$ cat config.mk
export PLATFORM = sky130hd
export DESIGN_NAME = metadata_queue
export DESIGN_NICKNAME = d
export VERILOG_FILES = /design/src/rtl/eth_parser_pkg.sv /design/src/rtl/meta_fifo.sv /design/src/rtl/metadata_queue.sv
export SDC_FILE = /design/constraint.sdc
export NUM_CORES = 1
export LEC_CHECK = 0
export ABC_CLOCK_PERIOD_IN_PS = 6700
export BUFFER_PORTS_ARGS = -buffer_cell sky130_fd_sc_hd__buf_2
export CAP_MARGIN = 15
export CORE_ASPECT_RATIO = 1.1
export CORE_MARGIN = 1.5
export CORE_UTILIZATION = 28
export DETAILED_ROUTE_END_ITERATION = 6
export SLEW_MARGIN = 10
export SYNTH_ARGS = -nofsm -noshare
export SYNTH_HDL_FRONTEND = slang
export SYNTH_SLANG_ARGS = --single-unit
$ cat constraint.sdc
create_clock -name clk -period 6.7 [get_ports clk]
set_clock_uncertainty 0.05 [all_clocks]
set_input_delay 1.34 -clock clk [delete_from_list [all_inputs] [get_ports clk]]
set_output_delay 1.34 -clock clk [all_outputs]
set_load 0.01 [all_outputs]
$ cat src/rtl/eth_parser_pkg.sv
//------------------------------------------------------------------------------
// Module      : eth_parser_pkg
// Description : Ethernet parser types, the metadata queue entry and capture
//               FSM state encodings.
// Revision    : 1.0 - initial release
//------------------------------------------------------------------------------
`default_nettype none

package eth_parser_pkg;

    typedef logic [47:0] mac_addr_t;
    typedef logic [15:0] ethertype_t;

    typedef struct packed {
        mac_addr_t   dest_mac;
        mac_addr_t   src_mac;
        logic        vlan_present;
        logic [11:0] vlan_id;
        ethertype_t  ethertype;
        logic [4:0]  l2_header_len;
        logic        is_ipv4;
        logic        is_ipv6;
        logic        is_arp;
        logic        is_unknown;
    } eth_metadata_t;

    localparam int c_SEQ_W_DEFAULT = 8;

    // Queue entry layout; the queue packs the same fields at its own SEQ_W.
    typedef struct packed {
        eth_metadata_t                metadata;
        logic [c_SEQ_W_DEFAULT-1:0]   seq;
        logic                         truncated;
    } meta_entry_t;

    localparam logic [1:0] c_ST_IDLE    = 2'd0;
    localparam logic [1:0] c_ST_ARMED   = 2'd1;
    localparam logic [1:0] c_ST_EMITTED = 2'd2;

endpackage

`default_nettype wire

$ cat src/rtl/meta_fifo.sv
//------------------------------------------------------------------------------
// Module      : meta_fifo
// Description : Synchronous first-word-fall-through FIFO with occupancy output.
// Revision    : 1.0 - initial release
//------------------------------------------------------------------------------
`default_nettype none

module meta_fifo #(
    parameter int DEPTH = 4,
    parameter int WIDTH = 8
) (
    input  logic                         clk,
    input  logic                         rst,
    input  logic                         i_push,
    input  logic [WIDTH-1:0]             i_push_data,
    input  logic                         i_pop,
    output logic [WIDTH-1:0]             o_pop_data,
    output logic [$clog2(DEPTH+1)-1:0]   o_level
);

    localparam int c_PTR_W = $clog2(DEPTH);
    localparam int c_LVL_W = $clog2(DEPTH+1);

    logic [WIDTH-1:0]   r_mem [DEPTH];
    logic [c_PTR_W-1:0] r_wr_ptr;
    logic [c_PTR_W-1:0] r_rd_ptr;
    logic [c_LVL_W-1:0] r_level;
    logic               w_do_pop;

    // The caller only pushes when there is room or a pop happens in the same cycle.
    assign w_do_pop = i_pop && (r_level != '0);

    always_ff @(posedge clk) begin
        if (i_push) begin
            r_mem[r_wr_ptr] <= i_push_data;
        end
    end

    always_ff @(posedge clk) begin
        if (rst) begin
            r_wr_ptr <= '0;
            r_rd_ptr <= '0;
            r_level  <= '0;
        end else begin
            if (i_push) begin
                r_wr_ptr <= r_wr_ptr + c_PTR_W'(1);
            end
            if (w_do_pop) begin
                r_rd_ptr <= r_rd_ptr + c_PTR_W'(1);
            end
            if (i_push && !w_do_pop) begin
                r_level <= r_level + c_LVL_W'(1);
            end else if (!i_push && w_do_pop) begin
                r_level <= r_level - c_LVL_W'(1);
            end
        end
    end

    assign o_pop_data = (r_level != '0) ? r_mem[r_rd_ptr] : '0;
    assign o_level    = r_level;

endmodule

`default_nettype wire

$ cat src/rtl/metadata_queue.sv
//------------------------------------------------------------------------------
// Module      : metadata_queue
// Description : Captures one parsed-metadata entry per frame, tags it with a
//               sequence number and queues it; counts entries lost to overflow.
// Revision    : 1.0 - initial release
//------------------------------------------------------------------------------
`default_nettype none

module metadata_queue
    import eth_parser_pkg::*;
#(
    parameter int DEPTH       = 4,
    parameter int SEQ_W       = 8,
    parameter int CNT_W       = 16,
    parameter int EMIT_ON_END = 0
) (
    input  logic                         clk,
    input  logic                         rst,
    input  logic                         frame_start,
    input  logic                         frame_end,
    input  mac_addr_t                    dest_mac,
    input  mac_addr_t                    src_mac,
    input  logic                         vlan_present,
    input  logic [11:0]                  vlan_id,
    input  ethertype_t                   resolved_ethertype,
    input  logic [4:0]                   l2_header_len,
    input  logic                         proto_valid,
    input  logic                         is_ipv4,
    input  logic                         is_ipv6,
    input  logic                         is_arp,
    input  logic                         is_unknown,
    output logic                         m_valid,
    input  logic                         m_ready,
    output eth_metadata_t                m_metadata,
    output logic [SEQ_W-1:0]             m_seq,
    output logic                         m_truncated,
    output logic [$clog2(DEPTH+1)-1:0]   fifo_level,
    output logic [CNT_W-1:0]             drop_count,
    output logic                         overflow
);

    localparam int c_LVL_W   = $clog2(DEPTH+1);
    localparam int c_ENTRY_W = $bits(eth_metadata_t) + SEQ_W + 1;

    logic [1:0]           r_state;
    logic [1:0]           w_state_nxt;
    logic [SEQ_W-1:0]     r_seq;
    logic [CNT_W-1:0]     r_drop_count;
    logic                 w_armed;
    logic                 w_normal_push;
    logic                 w_end_push;
    logic                 w_push_req;
    logic                 w_pop;
    logic                 w_accept;
    logic                 w_overflow;
    eth_metadata_t        w_meta_in;
    logic [c_ENTRY_W-1:0] w_push_data;
    logic [c_ENTRY_W-1:0] w_pop_data;
    logic [c_LVL_W-1:0]   w_level;

    assign w_armed       = (r_state == c_ST_ARMED);
    assign w_normal_push = w_armed && proto_valid;
    assign w_end_push    = (EMIT_ON_END != 0) && w_armed && frame_end && !proto_valid;
    assign w_push_req    = w_normal_push || w_end_push;

    assign w_pop      = m_valid && m_ready;
    assign w_accept   = w_push_req && ((w_level < c_LVL_W'(DEPTH)) || w_pop);
    assign w_overflow = w_push_req && !w_accept && !rst;

    // Frames closed without classification are reported as unknown protocol.
    always_comb begin
        w_meta_in               = '0;
        w_meta_in.dest_mac      = dest_mac;
        w_meta_in.src_mac       = src_mac;
        w_meta_in.vlan_present  = vlan_present;
        w_meta_in.vlan_id       = vlan_id;
        w_meta_in.ethertype     = resolved_ethertype;
        w_meta_in.l2_header_len = l2_header_len;
        w_meta_in.is_ipv4       = w_normal_push && is_ipv4;
        w_meta_in.is_ipv6       = w_normal_push && is_ipv6;
        w_meta_in.is_arp        = w_normal_push && is_arp;
        w_meta_in.is_unknown    = w_normal_push ? is_unknown : 1'b1;
    end

    assign w_push_data = {w_meta_in, r_seq, !w_normal_push};

    always_comb begin
        w_state_nxt = r_state;
        case (r_state)
            c_ST_ARMED: begin
                if (frame_end) begin
                    w_state_nxt = c_ST_IDLE;
                end else if (proto_valid) begin
                    w_state_nxt = c_ST_EMITTED;
                end
            end
            c_ST_EMITTED: begin
                if (frame_end) begin
                    w_state_nxt = c_ST_IDLE;
                end
            end
            default: w_state_nxt = c_ST_IDLE;
        endcase
        // A new frame always re-arms, after the ending frame has been handled.
        if (frame_start) begin
            w_state_nxt = c_ST_ARMED;
        end
    end

    always_ff @(posedge clk) begin
        if (rst) begin
            r_state      <= c_ST_IDLE;
            r_seq        <= '0;
            r_drop_count <= '0;
        end else begin
            r_state <= w_state_nxt;
            if (w_push_req) begin
                r_seq <= r_seq + SEQ_W'(1);
            end
            if (w_overflow && (r_drop_count != '1)) begin
                r_drop_count <= r_drop_count + CNT_W'(1);
            end
        end
    end

    meta_fifo #(
        .DEPTH (DEPTH),
        .WIDTH (c_ENTRY_W)
    ) u_fifo (
        .clk         (clk),
        .rst         (rst),
        .i_push      (w_accept),
        .i_push_data (w_push_data),
        .i_pop       (w_pop),
        .o_pop_data  (w_pop_data),
        .o_level     (w_level)
    );

    assign {m_metadata, m_seq, m_truncated} = w_pop_data;
    assign m_valid    = (w_level != '0);
    assign fifo_level = w_level;
    assign drop_count = r_drop_count;
    assign overflow   = w_overflow;

endmodule

`default_nettype wire

==> results by group <==
Run status
  – Outcome: completed

Timing
  – Peak Freq: 233 MHz
  – RSZ-0062 raised after global routing: no
  – Fin. max-slew vios: 0
  – Period utilization: 0.642
  – Final setup fails: 0
  – Worst slew pin tran: between 900 and 1000 ps
  – Final hold slack: between 400 and 500 ps
  – Setup TNS: 0 ps
  – Slew margin rel.: 0.339
  – Final hold vios: 0
  – Crit path time final: 4300 ps

Drt
  – DRC Markers: 0
  – WL/cell: between 15 and 20 um
  – DRT Wirelength: 50.3 mm
  – Vias per inst: 4.44
  – Iter 0 DRT Violations: 636
  – 1st-pass router iterations: 4
  – ANT nets after route: 0
  – Via count: 11300

CTS
  – CTS max path bufs: 3
  – Root buffer cell: clkbuf_16
  – Hold_buf cts: 0
  – CTS tree: yes
  – Total CTS buffers: 68
  – Post-CTS setup buffer count: 0
  – H-Tree Depth: 3
  – Clock latency on the worst-skew pair: 600 ps
  – CTS Sinks: between 600 and 700
  – Resized cells post-CTS: 0
  – Worst-path clk slew: around 60 ps

Finish
  – Most frequent cells in the layout: edfxtp_1 (572), buf_2 (303), and2_1 (147), mux4_2 (143), clkbuf_16 (70)
  – Area Overhead vs Synth: 21.5%
  – Final Net Count: approximately 1600
  – Commonest non-fill, non-tap cell in the layout: edfxtp_1
  – Multi-input gate area: 5050 um^2
  – Core Util, Final: 0.344
  – Finished Layout Cells: approximately 2600
  – Fraction of layout cells with a size suffix above 1: 0.389
  – Fill count: about 7700
  – Seq. cell area: 17900 um^2

Placement
  – Placed insts: 2417
  – Buffers on Ports: 303
  – DPL Wire Length: 30.1 mm
  – Routability cong.: 0.785

Yosys
  – Cell count after synthesis: 1090
  – Post-synthesis instance area: 23200 um^2
  – Post-synth cell types: 36
  – Synthesis Warnings: 0
  – Post-synthesis net count: 1238
  – #FFs+latches synth: 607
  – Synthesized area per cell: 21.3 um^2
  – Seq/Total Area, Yosys: 0.772

Floorplan
  – Core area: 81900 um^2
  – Row count: 110
  – Total I/O pin count: 304
  – Die extent in x: between 200 and 300 um
  – Die Y: roughly 300 um
  – Die area: approximately 84000 um^2
  – Initial Util: 0.283

Critical path
  – Crit path kind: reg -> out
  – RR Startpoint: r_state[1]
  – Critical Path Max Stage Delay: approximately 790 ps
  – Worst reg2reg setup slack: 3290 ps
  – Crit path max fanout: 79
  – Worst Reg2Reg Path Length in Cells: 5
  – Setup crit end: m_metadata[63]
  – Crit path DAT: 2910 ps
  – Crit Reg-Reg Endpoint: u_fifo.r_mem[0][81]
  – Buf/Inv on CP: 2
  – Worst Path Required: 5310 ps
  – Crit end category: primary output
  – Cell depth of the worst setup path: 4
  – Critical Path Source Type: flop
  – Crit-path slowest cell: or3_4
  – Largest delay share family, worst path: simple AND/OR/NAND/NOR gates
  – CP Cell Sequence: or3_4 > buf_4 > and2_1 > buf_2
  – Critical path origin: u_fifo.o_level[0]

Pwr
  – Pwr dens: 369 nW/um^2
  – Pleak: 9.42 nW
  – Power Total: a little over 10 mW
  – Worst vdd ir: 0.000274 V

GRT
  – Initial antenna violation count: 20
  – First-pass GRT wire length: roughly 76 mm
  – Vias in the first global route: about 12000
  – Largest net degree at the start of global routing: 85
  – Gr usage total: 0.120
  – GRT overflow: 0

Hold path
  – Worst Min Path Start: drop_count[15]
  – Worst min-delay path class: reg -> reg

Run
  – Max-cap viol count: 0
worst reg2reg max path, stage by stage, from the launching register on:
cell and delay [ps]:
dfxtp_1 320, and3b_2 430, inv_1 190, a21oi_1 540, and2_4 860, buf_4 650
per-stage QoR:
stage | setup WS (ps) | area, um^2
floorplan | 815 | 23200
global placement | 2330 | 26000
detailed placement | 2190 | 26000
CTS | 2230 | 28100
global route | 2120 | 28100
finish | 2400 | 28100
per-layer routing:
layer | up-vias | global-route usage | share of wire
li1 | 5065 | - | -
met3 | 83 | 0.0312 | 0.054
met2 | 282 | 0.207 | 0.52
met5 | - | 0 | 0.0014
met4 | 12 | 0.0549 | 0.029
met1 | 5881 | 0.139 | 0.40
worst min path at each step:
stage                              end  slack (ps)  depth (start not counted)
global route            drop_count[15]         490                          1
global placement        drop_count[15]         430                          1
detailed placement      drop_count[15]         430                          1
finish                  drop_count[15]         440                          1
CTS                     drop_count[15]         440                          1
floorplan           u_fifo.r_mem[0][8]         430                          0
layout make-up:
cell class,instances,share of cell area
repair buffers,316,0.0605
inverters,9,0.00120
well taps,1064,0.0473
clock buffers,80,0.0639
clock inverters,43,0.0115
multi-input cells,421,0.179
diodes,10,0.000889
flip-flops and latches,607,0.635
power breakdown:
part | total (mW) | internal (mW) | leakage [nW] | switching [mW]
clock network | 3.51 | 2.05 | 1.03 | 1.46
logic | 2.60 | 1.17 | 2.94 | 1.43
registers | 4.28 | 4.23 | 5.45 | 0.0527
total | 10.4 | 7.45 | 9.42 | 2.95
sequential cells by signal (all words and copies together), names as in the netlist, named ones only:
name / flops
u_fifo.r_wr_ptr: 2
drop_count: 16
r_state: 2
u_fifo.r_mem: 572
u_fifo.o_level: 3
u_fifo.r_rd_ptr: 2
r_seq: 8
Yosys cell counts:
cell	instances	area, um^2
o21ai_0	2	10.0
or3_1	2	12.5
nor3_1	3	15.0
ha_1	7	87.6
edfxtp_1	572	17200
a2111oi_4	1	27.5
nor3_2	1	10.0
nand3_1	9	45.0
mux2i_1	9	90.1
buf_6	1	11.3
and3_4	2	22.5
xnor2_1	11	96.3
buf_2	15	75.1
xor2_1	9	78.8
nand2b_1	1	6.26
nor4b_1	1	8.76
nor4_1	3	18.8
inv_1	9	33.8
dfxtp_1	35	701
a211oi_1	4	30.0
and3_1	1	6.26
nand2_1	15	56.3
nor3b_1	1	7.51
and2_2	1	7.51
or3b_1	1	8.76
clkbuf_1	35	131
buf_1	2	7.51
and2_1	151	945
nor2_1	27	101
mux4_2	143	3220
fa_1	1	20.0
a41oi_1	1	8.76
nand4_1	6	37.5
nand4_2	1	12.5
and3b_2	1	10.0
a21oi_1	6	30.0
cells by family (layout without fill, tap and decap cells):
family / Yosys count / after routing / share of synthesized area
compound gates: 14 / 14 / 0.00459
fa+ha+maj: 8 / 8 / 0.00464
simple gates: 227 / 227 / 0.0575
mux: 152 / 152 / 0.143
buf+inv: 62 / 448 / 0.0112
flops: 607 / 607 / 0.772
other cells: 0 / 10 / 0
xor+xnor: 20 / 20 / 0.00756
Note: power is estimated with default switching activity, not from simulation.
